$ cat src/rtl/ttt_pkg.sv
// ttt_pkg: shared definitions for the NxN tic-tac-toe engine.
//   - Cell encodings, which are shared with the board display path.
//   - The engine state enum.
//   - Reject codes reported on move_reject / reject_code.
//   - mover_cell(): maps a player bit to that player's cell value.
package ttt_pkg;

  localparam logic [1:0] CELL_EMPTY = 2'b00;
  localparam logic [1:0] CELL_A     = 2'b01;  // player A, X
  localparam logic [1:0] CELL_B     = 2'b10;  // player B, O

  typedef enum logic [1:0] {
    IDLE      = 2'd0,
    WAIT_MOVE = 2'd1,
    CHECK     = 2'd2,
    OVER      = 2'd3
  } state_e;

  localparam logic [1:0] REJ_NONE  = 2'b00;
  localparam logic [1:0] REJ_TURN  = 2'b01;
  localparam logic [1:0] REJ_RANGE = 2'b10;
  localparam logic [1:0] REJ_OCC   = 2'b11;

  // Cell value written when the given player moves (0 = A, 1 = B).
  function automatic logic [1:0] mover_cell(input logic player);
    return player ? CELL_B : CELL_A;
  endfunction

endpackage

$ cat src/rtl/ttt_line_select.sv
// ttt_line_select: combinational line extractor for an NxN board.
//
// Line numbering:
//   0 .. N-1  rows
//   N .. 2N-1 columns
//   2N        main diagonal
//   2N+1      anti-diagonal
// A line wins when all N of its cells hold the same non-empty value.
//
// Ports:
//   board_i  in  2*N*N  flattened board; cell i occupies bits [2i+1:2i]
//   line_i   in  LW     line index, 0 .. 2N+1
//   cells_o  out 2*N    the line's cells; cell k of the line occupies bits [2k+1:2k]
//   win_o    out 1      the selected line is complete for one player
//   owner_o  out 2      winning cell value when win_o, otherwise CELL_EMPTY
module ttt_line_select
  import ttt_pkg::*;
#(
  parameter  int N  = 3,
  localparam int LW = $clog2(2*N+2),
  localparam int PW = $clog2(N*N)
)(
  input  logic [2*N*N-1:0] board_i,
  input  logic [LW-1:0]    line_i,
  output logic [2*N-1:0]   cells_o,
  output logic             win_o,
  output logic [1:0]       owner_o
);

  logic [1:0]   cell_arr   [N*N];
  logic [1:0]   line_cells [N];
  logic [N-1:0] match;

  // Board position of the k-th cell of a line. Codes above 2N+1 never
  // occur during a scan; they alias the anti-diagonal.
  function automatic logic [PW-1:0] cell_index(input logic [LW-1:0] line, input int k);
    int l;
    int idx;
    l = int'(line);
    if (l < N)           idx = l * N + k;
    else if (l < 2 * N)  idx = k * N + (l - N);
    else if (l == 2 * N) idx = k * N + k;
    else                 idx = k * N + (N - 1 - k);
    return PW'(idx);
  endfunction

  for (genvar gi = 0; gi < N * N; gi++) begin : g_unpack
    assign cell_arr[gi] = board_i[2*gi +: 2];
  end

  for (genvar gi = 0; gi < N; gi++) begin : g_line
    assign line_cells[gi]   = cell_arr[cell_index(line_i, gi)];
    assign cells_o[2*gi +: 2] = line_cells[gi];
    assign match[gi]        = (line_cells[gi] == line_cells[0]);
  end

  assign win_o   = (&match) && (line_cells[0] != CELL_EMPTY);
  assign owner_o = win_o ? line_cells[0] : CELL_EMPTY;

endmodule

$ cat src/rtl/ttt_nxn_engine.sv
// ttt_nxn_engine: NxN tic-tac-toe game core.
//   Holds the board, runs the turn FSM, checks move legality and scans
//   one line per cycle for a win after every legal move.
//
// Build option: define MOVE_TIMEOUT_EN to add the per-move idle timeout.
// Without it no timeout counter exists and the timeout output is 0.
//
// Ports:
//   clk          in  1      clock
//   reset        in  1      asynchronous active-high reset
//   start        in  1      pulse: clear the board, new game, A to move
//   move_valid   in  1      a move is offered
//   move_ready   out 1      engine accepts a move this cycle
//   move_player  in  1      mover: 0 = A, 1 = B
//   move_pos     in  PW     cell index, row*N + col
//   board        out 2*N*N  cell i at bits [2i+1:2i]
//   turn         out 1      player expected to move next
//   move_reject  out 1      one-cycle pulse after a rejected handshake
//   reject_code  out 2      reason of the last rejection, 00 after a legal move
//   game_over    out 1      high while the game is finished
//   winner       out 2      00 none, 01 A, 10 B
//   draw         out 1      board full with no winner
//   timeout      out 1      game ended on a move timeout
module ttt_nxn_engine
  import ttt_pkg::*;
#(
  parameter  int N              = 3,
  parameter  int TIMEOUT_CYCLES = 1000,
  localparam int PW             = $clog2(N*N)
)(
  input  logic             clk,
  input  logic             reset,
  input  logic             start,
  input  logic             move_valid,
  output logic             move_ready,
  input  logic             move_player,
  input  logic [PW-1:0]    move_pos,
  output logic [2*N*N-1:0] board,
  output logic             turn,
  output logic             move_reject,
  output logic [1:0]       reject_code,
  output logic             game_over,
  output logic [1:0]       winner,
  output logic             draw,
  output logic             timeout
);

  localparam int CELLS = N * N;
  localparam int CW    = $clog2(CELLS + 1);
  localparam int LW    = $clog2(2 * N + 2);

  localparam logic [CW-1:0] FULL_COUNT = CW'(CELLS);
  localparam logic [LW-1:0] LAST_LINE  = LW'(2 * N + 1);
  localparam logic [PW:0]   CELLS_EXT  = (PW+1)'(CELLS);

  state_e          state_q, state_d;
  logic [1:0]      cells_q [CELLS];
  logic [1:0]      cells_d [CELLS];
  logic            turn_q, turn_d;
  logic [CW-1:0]   count_q, count_d;
  logic [LW-1:0]   scan_q, scan_d;
  logic [1:0]      winner_q, winner_d;
  logic            draw_q, draw_d;
  logic [1:0]      rej_code_q, rej_code_d;
  logic            rej_pulse_q, rej_pulse_d;

  logic            handshake;
  logic            line_win;
  logic [1:0]      line_owner;
  logic [2*N-1:0]  line_cells;

`ifdef MOVE_TIMEOUT_EN
  localparam int TW = $clog2(TIMEOUT_CYCLES + 1);
  localparam logic [TW-1:0] TIMEOUT_LIMIT = TW'(TIMEOUT_CYCLES);
  logic [TW-1:0]   tcnt_q, tcnt_d;
  logic            timeout_q, timeout_d;
`endif

  for (genvar gi = 0; gi < CELLS; gi++) begin : g_board
    assign board[2*gi +: 2] = cells_q[gi];
  end

  ttt_line_select #(.N(N)) u_line_select (
    .board_i (board),
    .line_i  (scan_q),
    .cells_o (line_cells),
    .win_o   (line_win),
    .owner_o (line_owner)
  );

  // start wins over a move offered in the same cycle.
  assign move_ready  = (state_q == WAIT_MOVE) && !start;
  assign handshake   = move_valid && move_ready;
  assign turn        = turn_q;
  assign move_reject = rej_pulse_q;
  assign reject_code = rej_code_q;
  assign game_over   = (state_q == OVER);
  assign winner      = winner_q;
  assign draw        = draw_q;
`ifdef MOVE_TIMEOUT_EN
  assign timeout     = timeout_q;
`else
  assign timeout     = 1'b0;
`endif

  always_comb begin
    state_d     = state_q;
    cells_d     = cells_q;
    turn_d      = turn_q;
    count_d     = count_q;
    scan_d      = scan_q;
    winner_d    = winner_q;
    draw_d      = draw_q;
    rej_code_d  = rej_code_q;
    rej_pulse_d = 1'b0;
`ifdef MOVE_TIMEOUT_EN
    tcnt_d      = tcnt_q;
    timeout_d   = timeout_q;
`endif
    if (start) begin
      for (int i = 0; i < CELLS; i++) cells_d[i] = CELL_EMPTY;
      turn_d     = 1'b0;
      count_d    = '0;
      scan_d     = '0;
      winner_d   = CELL_EMPTY;
      draw_d     = 1'b0;
      rej_code_d = REJ_NONE;
      state_d    = WAIT_MOVE;
`ifdef MOVE_TIMEOUT_EN
      tcnt_d     = '0;
      timeout_d  = 1'b0;
`endif
    end else begin
      case (state_q)
        WAIT_MOVE: begin
          if (handshake) begin
`ifdef MOVE_TIMEOUT_EN
            tcnt_d = '0;
`endif
            if (move_player != turn_q) begin
              rej_pulse_d = 1'b1;
              rej_code_d  = REJ_TURN;
            end else if ({1'b0, move_pos} >= CELLS_EXT) begin
              rej_pulse_d = 1'b1;
              rej_code_d  = REJ_RANGE;
            end else if (cells_q[move_pos] != CELL_EMPTY) begin
              rej_pulse_d = 1'b1;
              rej_code_d  = REJ_OCC;
            end else begin
              cells_d[move_pos] = mover_cell(turn_q);
              count_d    = count_q + 1'b1;
              rej_code_d = REJ_NONE;
              scan_d     = '0;
              state_d    = CHECK;
            end
          end
`ifdef MOVE_TIMEOUT_EN
          else if (tcnt_q == TIMEOUT_LIMIT) begin
            // The idle player forfeits: the opponent is declared winner.
            state_d   = OVER;
            timeout_d = 1'b1;
            winner_d  = turn_q ? CELL_A : CELL_B;
          end else begin
            tcnt_d = tcnt_q + 1'b1;
          end
`endif
        end
        CHECK: begin
          if (line_win) begin
            winner_d = line_owner;
            state_d  = OVER;
          end else if (scan_q == LAST_LINE) begin
            if (count_q == FULL_COUNT) begin
              draw_d  = 1'b1;
              state_d = OVER;
            end else begin
              turn_d  = ~turn_q;
              state_d = WAIT_MOVE;
`ifdef MOVE_TIMEOUT_EN
              tcnt_d  = '0;
`endif
            end
          end else begin
            scan_d = scan_q + 1'b1;
          end
        end
        default: ;  // IDLE and OVER are left only through start or reset
      endcase
    end
  end

  always_ff @(posedge clk or posedge reset) begin
    if (reset) begin
      state_q     <= IDLE;
      for (int i = 0; i < CELLS; i++) cells_q[i] <= CELL_EMPTY;
      turn_q      <= 1'b0;
      count_q     <= '0;
      scan_q      <= '0;
      winner_q    <= CELL_EMPTY;
      draw_q      <= 1'b0;
      rej_code_q  <= REJ_NONE;
      rej_pulse_q <= 1'b0;
`ifdef MOVE_TIMEOUT_EN
      tcnt_q      <= '0;
      timeout_q   <= 1'b0;
`endif
    end else begin
      state_q     <= state_d;
      cells_q     <= cells_d;
      turn_q      <= turn_d;
      count_q     <= count_d;
      scan_q      <= scan_d;
      winner_q    <= winner_d;
      draw_q      <= draw_d;
      rej_code_q  <= rej_code_d;
      rej_pulse_q <= rej_pulse_d;
`ifdef MOVE_TIMEOUT_EN
      tcnt_q      <= tcnt_d;
      timeout_q   <= timeout_d;
`endif
    end
  end

endmodule

$ cat config.mk
export PLATFORM = sky130hd
export DESIGN_NAME = ttt_nxn_engine
export DESIGN_NICKNAME = d
export VERILOG_FILES = /design/src/rtl/ttt_pkg.sv /design/src/rtl/ttt_line_select.sv /design/src/rtl/ttt_nxn_engine.sv
export SDC_FILE = /design/constraint.sdc
export NUM_CORES = 1
export LEC_CHECK = 0
export CORE_AREA = 2 2 75 77
export DETAILED_ROUTE_END_ITERATION = 12
export DIE_AREA = 0 0 77 79
export DONT_BUFFER_PORTS = 1
export PLACE_DENSITY = 0.76
export SYNTH_ARGS = -nofsm -noshare
export SYNTH_HDL_FRONTEND = slang
export SYNTH_SLANG_ARGS = --single-unit
export TNS_END_PERCENT = 10
$ cat constraint.sdc
create_clock -name clk -period 3.4 [get_ports clk]
set_clock_uncertainty 0.1 [all_clocks]
set_input_delay 0.34 -clock clk [delete_from_list [all_inputs] [get_ports clk]]
set_output_delay 0.34 -clock clk [all_outputs]
set_load 0.02 [all_outputs]
* Yosys cells after proc, flatten, opt, wreduce, memory -nomap -nowiden
Index checks and enable logic that the tools add are counted.
Word-level totals: register bits after elaboration 34, input port bits 9, output and inout bits 28, logic and storage cells 159
Cells by class: $add $sub $neg 7, $mul 1, $lt $le $gt $ge 8, equality and inequality tests 21, mux-type cells 78, bitwise gates (word level) 5, reductions and logical operators 22
Operator list (count):
- $mux 18 | 6
- $mux 2 | 28
- $mux 4 | 13
- $bmux 2 s4 | 4
- $mux 3 | 7
- $ge 5x5->1 const B | 4
- $not 4->5 | 4
- $bwmux 18 | 1
- $ne 3x3->1 const B | 6
- $mux 1 | 16
- $reduce_bool 2->1 | 8
- $ne 2x2->1 const B | 5
- $demux 2 s4 | 1
- $reduce_and 4->1 | 2
- $reduce_and 7->1 | 1
- $pmux 3 s2 | 1
- $reduce_and 2->1 | 3
- $reduce_and 6->1 | 1
- $lt 5x1->1 const B | 1
- $reduce_and 5->1 | 1
- $add 3x4->4 const A | 1
- $add 4x1->4 const B | 1
- $add 4x2->4 const B | 1
- $add 4x3->4 const B | 1
- other kinds (20) | 25

* Depth between registers and ports, before layout
Gate-level depths: netlist of run 1.
word-level depth 14, mapped depth 15, mapped depth without buffers 14

* Hierarchy
A second synthesis of run 1 with hierarchy kept.
Second synthesis, totals: cell total of the unflattened synthesis 366, area, all modules 3119.2 um^2
Modules (own cells, without submodules):
- ttt_nxn_engine | times used 1, cells an instance 201, area each 1834.3 um^2, seq. area each 850.8 um^2
- ttt_line_select | times used 1, cells an instance 165, area each 1285.0 um^2, seq. area each 0.0 um^2

* Worst setup path after synthesis of run 1
No wires, ideal clock.
path type register -> register, start reg scan_q[0], end reg scan_q[1], library setup time 0.128 ns, data arrival time 3.379 ns, data required time 3.172 ns, slack -0.207 ns, stages on the path, launching flop included 15, path buffers 1, clock period less this slack 3.607 ns, cells stage by stage dfrtp_1 clkinv_1 ha_1 buf_2 clkinv_1 ha_1 or4_1 a31oi_1 a211oi_2 and3b_1 a21oi_1 nor3_1 o21ai_1 nand3_1 mux2_1
Between the ends: longest elaborated chain between the ends 13, elaborated cells between the ends (all ways) 43, classes of those cells add/sub (6); mul (1); order compare (2); eq/ne (6); mux (21); bitwise (3); reduce/logical (4)
RTL lines:
- start, declared | line ttt_nxn_engine.sv:61 | logic [LW-1:0] scan_q, scan_d;
- start signal, assigned | line ttt_nxn_engine.sv:212 | scan_q <= scan_d;
- branches (longest 13 deep; another with $mul 3x2->4)
Several ways; the timed one is not identified. The select of a mux whose other input is x is not followed. A chain may end at the register's enable or synchronous reset.

* Worst setup path after layout of run 1
Ends and elaborated chain as after synthesis.

==> results of run 1 <==
## power by group
group | switching, mW | internal (mW)
clock network | 0.141 | 0.156
registers | 0.0132 | 0.412
logic | 0.0573 | 0.0381
## cells by family (layout without fill, tap and decap cells)
family | after synthesis | after routing
compound gates | 121 | 121
xor+xnor | 9 | 9
fa+ha+maj | 14 | 14
buf+inv | 38 | 57
flops | 34 | 34
mux | 12 | 12
other cells | 1 | 1
simple gates | 144 | 144
## cell usage after synthesis, types with 5 or more instances
| cell type | number |
|---|---|
| a211oi_1 | 13 |
| a21oi_1 | 33 |
| a31oi_1 | 12 |
| and2_1 | 5 |
| and3_1 | 5 |
| buf_2 | 8 |
| clkbuf_1 | 11 |
| dfrtp_1 | 34 |
| ha_1 | 13 |
| inv_1 | 10 |
| mux2i_1 | 8 |
| nand2_1 | 17 |
| nand2b_1 | 8 |
| nand3_1 | 12 |
| nor2_1 | 44 |
| nor2b_1 | 10 |
| nor3_1 | 16 |
| o21ai_0 | 15 |
| o31ai_1 | 5 |
| or3_1 | 5 |
## layout make-up
cell class / instances / area, µm² / area share
well taps: 72 / 90.1 / 0.0256
inverters: 13 / 51.3 / 0.0146
clock buffers: 6 / 82.6 / 0.0235
multi-input cells: 301 / 2150 / 0.611
repair buffers: 38 / 295 / 0.0839
flip-flops and latches: 34 / 851 / 0.242
## flip-flops by register name, indices dropped and copies added, names as in the netlist
| name | count |
|---|---|
| draw | 1 |
| move_reject | 1 |
| count_q | 4 |
| winner | 2 |
| state_q | 2 |
| scan_q | 3 |
| turn | 1 |
| reject_code | 2 |
| board | 18 |
## routing by layer
metal  wire length [µm]  vias to the layer above  global-route usage
li1                   -                     1420                   -
met1               3420                     1435               0.359
met2               4280                      142               0.475
met3                789                       23              0.0466
met4                190                        0              0.0768
met5                  0                        -                   0
## stage by stage
stage	utilization	total power [mW]
6_report	0.659	0.817
5_1_grt	0.659	0.846
4_1_cts	0.624	0.812
3_5_place_dp	0.604	0.517
3_3_place_gp	0.604	0.515
2_1_floorplan	-	0.505
## what timing repair did
item                                    4_1_cts  5_1_grt
pin swaps                                     1       14
setup buffers                                 0        3
hold endpoints to repair                     34        0
gates resized for setup                       3       38
hold buffers                                  1        0
endpoints found under the setup margin        6        9
## how the worst max path moves through the flow
stage	from	end	slack [ps]	cells past startpoint
global route	scan_q[1]	turn	-140	15
detailed placement	scan_q[0]	scan_q[1]	-60	12
CTS	scan_q[0]	scan_q[1]	-7	14
finish	scan_q[0]	scan_q[1]	-40	12
floorplan	scan_q[1]	scan_q[1]	7	14
global placement	scan_q[0]	scan_q[1]	30	11
## critical path, cell delays in order, from the launching register on
cell,delay (ps)
dfrtp_1,420
ha_4,190
fa_1,590
ha_2,220
nand2_2,70
xnor2_2,160
a211oi_2,380
and3b_1,230
a21oi_2,190
nand3_2,120
or2_4,280
nand3_2,90
mux2_4,300
## cells in the final DEF, fill, tap and decap left out, drive strengths merged, types with 4 or more instances in the layout
| cell type | n |
|---|---|
| a211oi | 15 |
| a21oi | 33 |
| a221oi | 4 |
| a31oi | 12 |
| and2 | 5 |
| and3 | 5 |
| buf | 37 |
| clkbuf | 6 |
| dfrtp | 34 |
| ha | 13 |
| inv | 11 |
| mux2 | 4 |
| mux2i | 8 |
| nand2 | 17 |
| nand2b | 8 |
| nand3 | 12 |
| nand3b | 4 |
| nor2 | 45 |
| nor2b | 10 |
| nor3 | 17 |
| nor3b | 5 |
| o21ai | 16 |
| o22ai | 4 |
| o31ai | 5 |
| or2 | 4 |
| or3 | 5 |
| xnor2 | 4 |
| xor2 | 4 |
==> metrics.log, run 1 <==
INFO  metric initial_core_util = 0.563
INFO  metric drive_above_1_share = 0.232
INFO  metric grt_setup_unrepaired = true
INFO  metric ir_drop = 0.239 mV
INFO  metric yosys_register_bits = 34
INFO  metric slew_headroom = 0.616
INFO  metric period_needed = 3440 ps
INFO  metric port_buffers = 0
INFO  metric die-area = 6080 µm²
INFO  metric clock_sink_count = 34
INFO  metric syn_area = 3010 µm²
INFO  metric worstRegToRegCells = 12
INFO  metric critical_path_arrival = 3520 ps
INFO  metric drtAntennaViolNets = 0
INFO  metric leakagePower = 1.48 nW
INFO  metric share_of_synthesized_cell_area_in_and_or_nand_and_nor_gates = 0.247
INFO  metric crit_path_max_fanout = 4
INFO  metric diodes_inserted = 0
INFO  metric timing.max_cap.violations = 0
INFO  metric r2r_slack = -40 ps
INFO  metric drtPass1Iterations = 5
INFO  metric nets = 416
INFO  metric number_of_global_route_vias_before_repair = 2,775
INFO  metric timing_hold_violations_final = 0
INFO  metric maxClockFrequency = 290 MHz
INFO  metric largest_family_of_logic_cells_by_synthesized_area = compound AO/OA/AOI/OAI gates
INFO  metric final_critical_path_setup_slack = -43.8 ps
INFO  metric synth_cell_types = 66
INFO  metric r2r_end = scan_q[1]
INFO  metric synth.largest_area_cell = dfrtp_1
INFO  metric synth.mux.area_fraction = 0.0416
INFO  metric die_width = 77 µm
INFO  metric drt_first_iter_violations = 311
INFO  metric synth.avg_cell_area = 8.06 µm²
INFO  metric critPathKind = reg -> reg
INFO  metric layout_worst_path_cycle_share = 1.01
INFO  metric cts.path.max_buffers = 2
INFO  metric fp-row-count = 27
INFO  metric synth_top_area_frac = 0.283
INFO  metric die_height = 79 µm
INFO  metric clock_latency = 290 ps
INFO  metric type_of_element_capturing_the_critical_path = flop
INFO  metric cts_made_buffers = 5
INFO  metric fillerInstances = 477
INFO  metric violations = setup timing
INFO  metric grt_overflow_total = 0
INFO  metric cts.root.buffer_cell = clkbuf_8
INFO  metric postSynth.topFlopCell = dfrtp_1
INFO  metric postPlaceCellArea = 3220 µm²
INFO  metric clk_pin_slew_worst_paths = 70 ps
INFO  metric required_time_of_the_critical_path = 3480 ps
INFO  metric route.detailed.wl_per_inst = 18.7 µm
INFO  metric powerDensity = 232 nW/µm²
INFO  metric yosys.area_share.xor_xnor = 0.0308
INFO  metric fin_hold_ws = 7.03 ps
INFO  metric adder_cell_area_share_of_the_yosys_netlist = 0.0608
INFO  metric ctsHtreeMaxLevel = 2
INFO  metric asyncSetResetFlopFracSynth = 1.00
INFO  metric place_hpwl = 6110 µm
INFO  metric holdCritPathClass = in -> reg
INFO  metric routabilityCongestion = 0.941
INFO  metric holdCritStartpoint = start
INFO  metric largest_net_degree_at_the_start_of_global_routing = 35
INFO  metric final_max_tran_viols = 0
INFO  metric run_status = finished with violations
INFO  metric min_delay_worst_endpoint = draw
INFO  metric layoutNonFillerInstCount = 464
INFO  metric io_pins = 37
INFO  metric final_total_negative_setup_slack = -78.0 ps
INFO  metric initial_antenna_violation_count = 0
INFO  metric crit_path_start_kind = flop
INFO  metric crit-reg2reg-launch = scan_q[0]
INFO  metric synth.yosys.seq_area_share = 0.283
INFO  metric synth_top_cells_by_area = dfrtp_1 28%, a21oi_1 5.5%, nor2_1 5.5%
INFO  metric finalSetupViolCount = 3
INFO  metric core = 5340 µm²
INFO  metric number_of_synthesized_flops_with_an_enable_pin = 0
INFO  metric synthesis.nets = 396
INFO  metric drt_wl_total = 8690 µm
INFO  metric grt_first_pass_wirelength = 13,500 µm
INFO  metric area.growth.synth_to_final = 17.1%
INFO  metric yosys_warnings = 0
INFO  metric pre_cts_slack = -59.5 ps
INFO  metric synth_compound_area_frac = 0.272
INFO  metric post-place-cells = 454
INFO  metric groute.usage.overall = 0.275
INFO  metric route.detailed.drc = 0
INFO  metric layout.cell_area.non_filler = 3520 µm²
INFO  metric viasPerCell = 6.51
INFO  metric synthCells = 373
INFO  metric clock_tree_from_tritoncts = built
INFO  metric hold-path-cell-count = 1
INFO  metric vias = 3,020
INFO  metric least_margin_pin_slew = 575 ps
No activity file was read; power rests on OpenSTA's default activity.
==> run 2, diff against run 1 <==
--- a/config.mk
+++ b/config.mk
@@ -5,11 +5,12 @@
 export SDC_FILE = /design/constraint.sdc
 export NUM_CORES = 1
 export LEC_CHECK = 0
-export CORE_AREA = 2 2 75 77
+export CORE_AREA = 3 3 76 78
 export DETAILED_ROUTE_END_ITERATION = 12
-export DIE_AREA = 0 0 77 79
+export DIE_AREA = 0 0 79 81
 export DONT_BUFFER_PORTS = 1
 export PLACE_DENSITY = 0.76
+export REMOVE_ABC_BUFFERS = 1
 export SYNTH_ARGS = -nofsm -noshare
 export SYNTH_HDL_FRONTEND = slang
 export SYNTH_SLANG_ARGS = --single-unit
==> run 2 against run 1 <==
  * The flow still finishes with violations (setup timing)
  * Via count increased by 2.2%
  * Setup slack gained 6.2 ps
  * Total power increased by 7.1%
  * Non-clock buffer count rose by 3
  * Utilization up 5.9 points
  * Critical path depth is the same
  * Critical endpoint unchanged
  * Largest cell class unchanged
  * Highest routed layer unchanged
==> metrics.log, run 2 (synthesis results as in run 1) <==
INFO  metric run_status = finished with violations (unchanged)
INFO  metric violations = setup timing (unchanged)
INFO  metric critPathKind = reg -> reg (unchanged)
INFO  metric initial_core_util = 0.585 (was 0.563)
INFO  metric drtPass1Iterations = 5 (unchanged)
INFO  metric drt_wl_total = 8880 µm (was 8690 µm)
INFO  metric cp.depth = 12 (unchanged)
INFO  metric die-area = 6400 µm² (was 6080 µm²)
INFO  metric ctsHtreeMaxLevel = 2 (unchanged)
INFO  metric core = 5140 µm² (was 5340 µm²)
INFO  metric critical_path.top_delay_family = adder cells (unchanged)
INFO  metric io_pins = 37 (unchanged)
INFO  metric global_route.usage.met2 = 0.439 (was 0.475)
INFO  metric drive_above_1_share = 0.254 (was 0.232)
INFO  metric holdCritPathClass = in -> reg (unchanged)
INFO  metric critPathMaxStageDelay = 610 ps (was 590 ps)
INFO  metric routabilityCongestion = 0.914 (was 0.941)
INFO  metric clk_pin_slew_worst_paths = 70 ps (about the same)
INFO  metric holdCritStartpoint = start (unchanged)
INFO  metric route.detailed.drc = 0 (unchanged)
INFO  metric fillerInstances = 407 (was 477)
INFO  metric cts.path.max_buffers = 2 (unchanged)
INFO  metric slew_headroom = 0.600 (was 0.616)
INFO  metric met1_usage = 0.360 (was 0.359)
INFO  metric min_delay_worst_endpoint = board[11] (was draw)
INFO  metric timing_hold_violations_final = 0 (unchanged)
INFO  metric critical_path_arrival = 3510 ps (was 3520 ps)
INFO  metric crit-reg2reg-launch = scan_q[0] (unchanged)
INFO  metric port_buffers = 0 (unchanged)
INFO  metric place_hpwl = 6060 µm (was 6110 µm)
INFO  metric most_frequent_standard_cell_in_the_layout_excluding_fill_and_tap_cells = nor2_1 (unchanged)
INFO  metric finalSetupViolCount = 4 (was 3)
INFO  metric timing.max_cap.violations = 0 (unchanged)
INFO  metric critical_path.startpoint = scan_q[0] (unchanged)
INFO  metric required_time_of_the_critical_path = 3470 ps (was 3480 ps)
INFO  metric largest_net_degree_at_the_start_of_global_routing = 35 (unchanged)
INFO  metric largest_register_ff_count = 18 (unchanged)
INFO  metric type_of_element_capturing_the_critical_path = flop (unchanged)
INFO  metric final_max_tran_viols = 0 (unchanged)
INFO  metric route.detailed.wl_per_inst = 19.0 µm (was 18.7 µm)
INFO  metric grt_first_pass_wirelength = 13,400 µm (was 13,500 µm)
INFO  metric crit_path_max_fanout = 4 (unchanged)
INFO  metric grt_setup_unrepaired = true (unchanged)
INFO  metric powerDensity = 237 nW/µm² (was 232 nW/µm²)
INFO  metric worstRegToRegCells = 12 (unchanged)
INFO  metric final_total_negative_setup_slack = -72.2 ps (was -78.0 ps)
INFO  metric die_height = 81 µm (was 79 µm)
INFO  metric nets = 419 (was 416)
INFO  metric r2r_end = scan_q[1] (unchanged)
INFO  metric clock_latency = 290 ps (about the same)
INFO  metric maxClockFrequency = 291 MHz (was 290 MHz)
INFO  metric critical-path-top-cell-by-count = ha_4 (was nand3_2)
INFO  metric least_margin_pin_slew = 597 ps (was 575 ps)
INFO  metric viasPerCell = 6.61 (was 6.51)
INFO  metric period_needed = 3440 ps (about the same)
INFO  metric vias = 3,087 (was 3,020)
INFO  metric postPlaceCellArea = 3220 µm² (about the same)
INFO  metric power = 0.875 mW (was 0.817 mW)
INFO  metric crit_path_start_kind = flop (unchanged)
INFO  metric grt_overflow_total = 0 (unchanged)
INFO  metric cts.root.buffer_cell = clkbuf_8 (unchanged)
INFO  metric busiest_layer = met2 (unchanged)
INFO  metric timing.critical_path.buf_inv = 0 (unchanged)
INFO  metric clock_sink_count = 34 (unchanged)
INFO  metric die_width = 79 µm (was 77 µm)
INFO  metric layout.cells.most_common_list = 44 x nor2_1, 34 x dfrtp_1, 31 x buf_4 (was 44 x nor2_1, 35 x buf_4, 34 x dfrtp_1)
INFO  metric diodes_inserted = 0 (unchanged)
INFO  metric grt_use_met3 = 0.0421 (was 0.0466)
INFO  metric leakagePower = 1.56 nW (was 1.48 nW)
INFO  metric critical_path_top_delay_cell = fa_2 (was fa_1)
INFO  metric area.growth.synth_to_final = 22.8% (was 17.1%)
INFO  metric fp-row-count = 26 (was 27)
INFO  metric ir_drop = 0.336 mV (was 0.239 mV)
INFO  metric clock_tree_from_tritoncts = built (unchanged)
INFO  metric drt_first_iter_violations = 390 (was 311)
INFO  metric final_critical_path_setup_slack = -37.6 ps (was -43.8 ps)
INFO  metric r2r_slack = -40 ps (about the same)
INFO  metric number_of_global_route_vias_before_repair = 2,775 (unchanged)
INFO  metric cts_made_buffers = 5 (unchanged)
INFO  metric initial_antenna_violation_count = 0 (unchanged)
INFO  metric core_occupancy_in_the_finished_layout = 0.718 (was 0.659)
INFO  metric hold-path-cell-count = 1 (unchanged)
INFO  metric layout.cell_area.non_filler = 3690 µm² (was 3520 µm²)
INFO  metric groute.usage.overall = 0.265 (was 0.275)
INFO  metric crit_path_cell_trace = ha_4, fa_2, ha_4, nand2_4, xnor2_2, a211oi_2, and3b_2, a21oi_4, nand3_2, or2_4, nand3_4, mux2_4 (was ha_4, fa_1, ha_2, nand2_2, xnor2_2, a211oi_2, and3b_1, a21oi_2, nand3_2, or2_4, nand3_2, mux2_4)
INFO  metric drtAntennaViolNets = 0 (unchanged)
INFO  metric layout_worst_path_cycle_share = 1.01 (about the same)
run 2: cell count changes in the layout (fill, tap and decap cells not counted), sizes merged:
cell / before / now
buf: 37 / 39
clkbuf: 6 / 8
clkinv: 2 / 0
clkinvlp: 0 / 1
dlygate4sd3: 1 / 2
inv: 11 / 12
run 2: stage by stage:
step	std cells	worst slack, ps	hold slack, ps
after floorplan	348	-1100	303
after global placement	449	-43.6	246
after detailed placement	449	-145	248
after CTS	460	2.35	0.259
after global routing	467	-126	2.95
final	467	-37.6	3.68
run 2: worst max-delay path by stage:
stage                      to  slack, ps
finish              scan_q[1]        -40
global route        scan_q[1]       -130
CTS                 scan_q[1]          2
detailed placement  scan_q[1]       -140
global placement    scan_q[1]        -40
floorplan           scan_q[1]      -1100
run 2: per-layer routing:
layer / vias up / wire, µm
met5: - / 0
met4: 0 / 270
met3: 22 / 699
met2: 141 / 4130
met1: 1500 / 3780
li1: 1424 / -
run 2: worst register-to-register path, stage by stage, from the launching register on:
cell,delay [ps]
dfrtp_1,430
ha_4,190
fa_2,610
ha_4,160
nand2_4,60
xnor2_2,150
a211oi_2,370
and3b_2,270
a21oi_4,160
nand3_2,130
or2_4,300
nand3_4,80
mux2_4,290
run 2: area by class of cell:
type	count	area, µm²	share of cell area
Clock buffer	8	110	0.0298
Inverter	13	52.6	0.0142
Multi-Input combinational cell	301	2230	0.603
Sequential cell	34	851	0.231
Tap cell	70	87.6	0.0237
Timing Repair Buffer	41	364	0.0986
run 2: power breakdown:
group / switching [mW] / total (mW) / internal [mW]
Clock: 0.149 / 0.354 / 0.205
Combinational: 0.0586 / 0.0968 / 0.0382
Sequential: 0.0133 / 0.425 / 0.412
run 2: timing repair:
action	4_1_cts	5_1_grt
hold buffers	2	0
setup endpoints to repair	7	9
hold endpoints to repair	35	0
buffers inserted	1	7
pin swaps	4	22
resized for setup	11	46
gates cloned	0	0
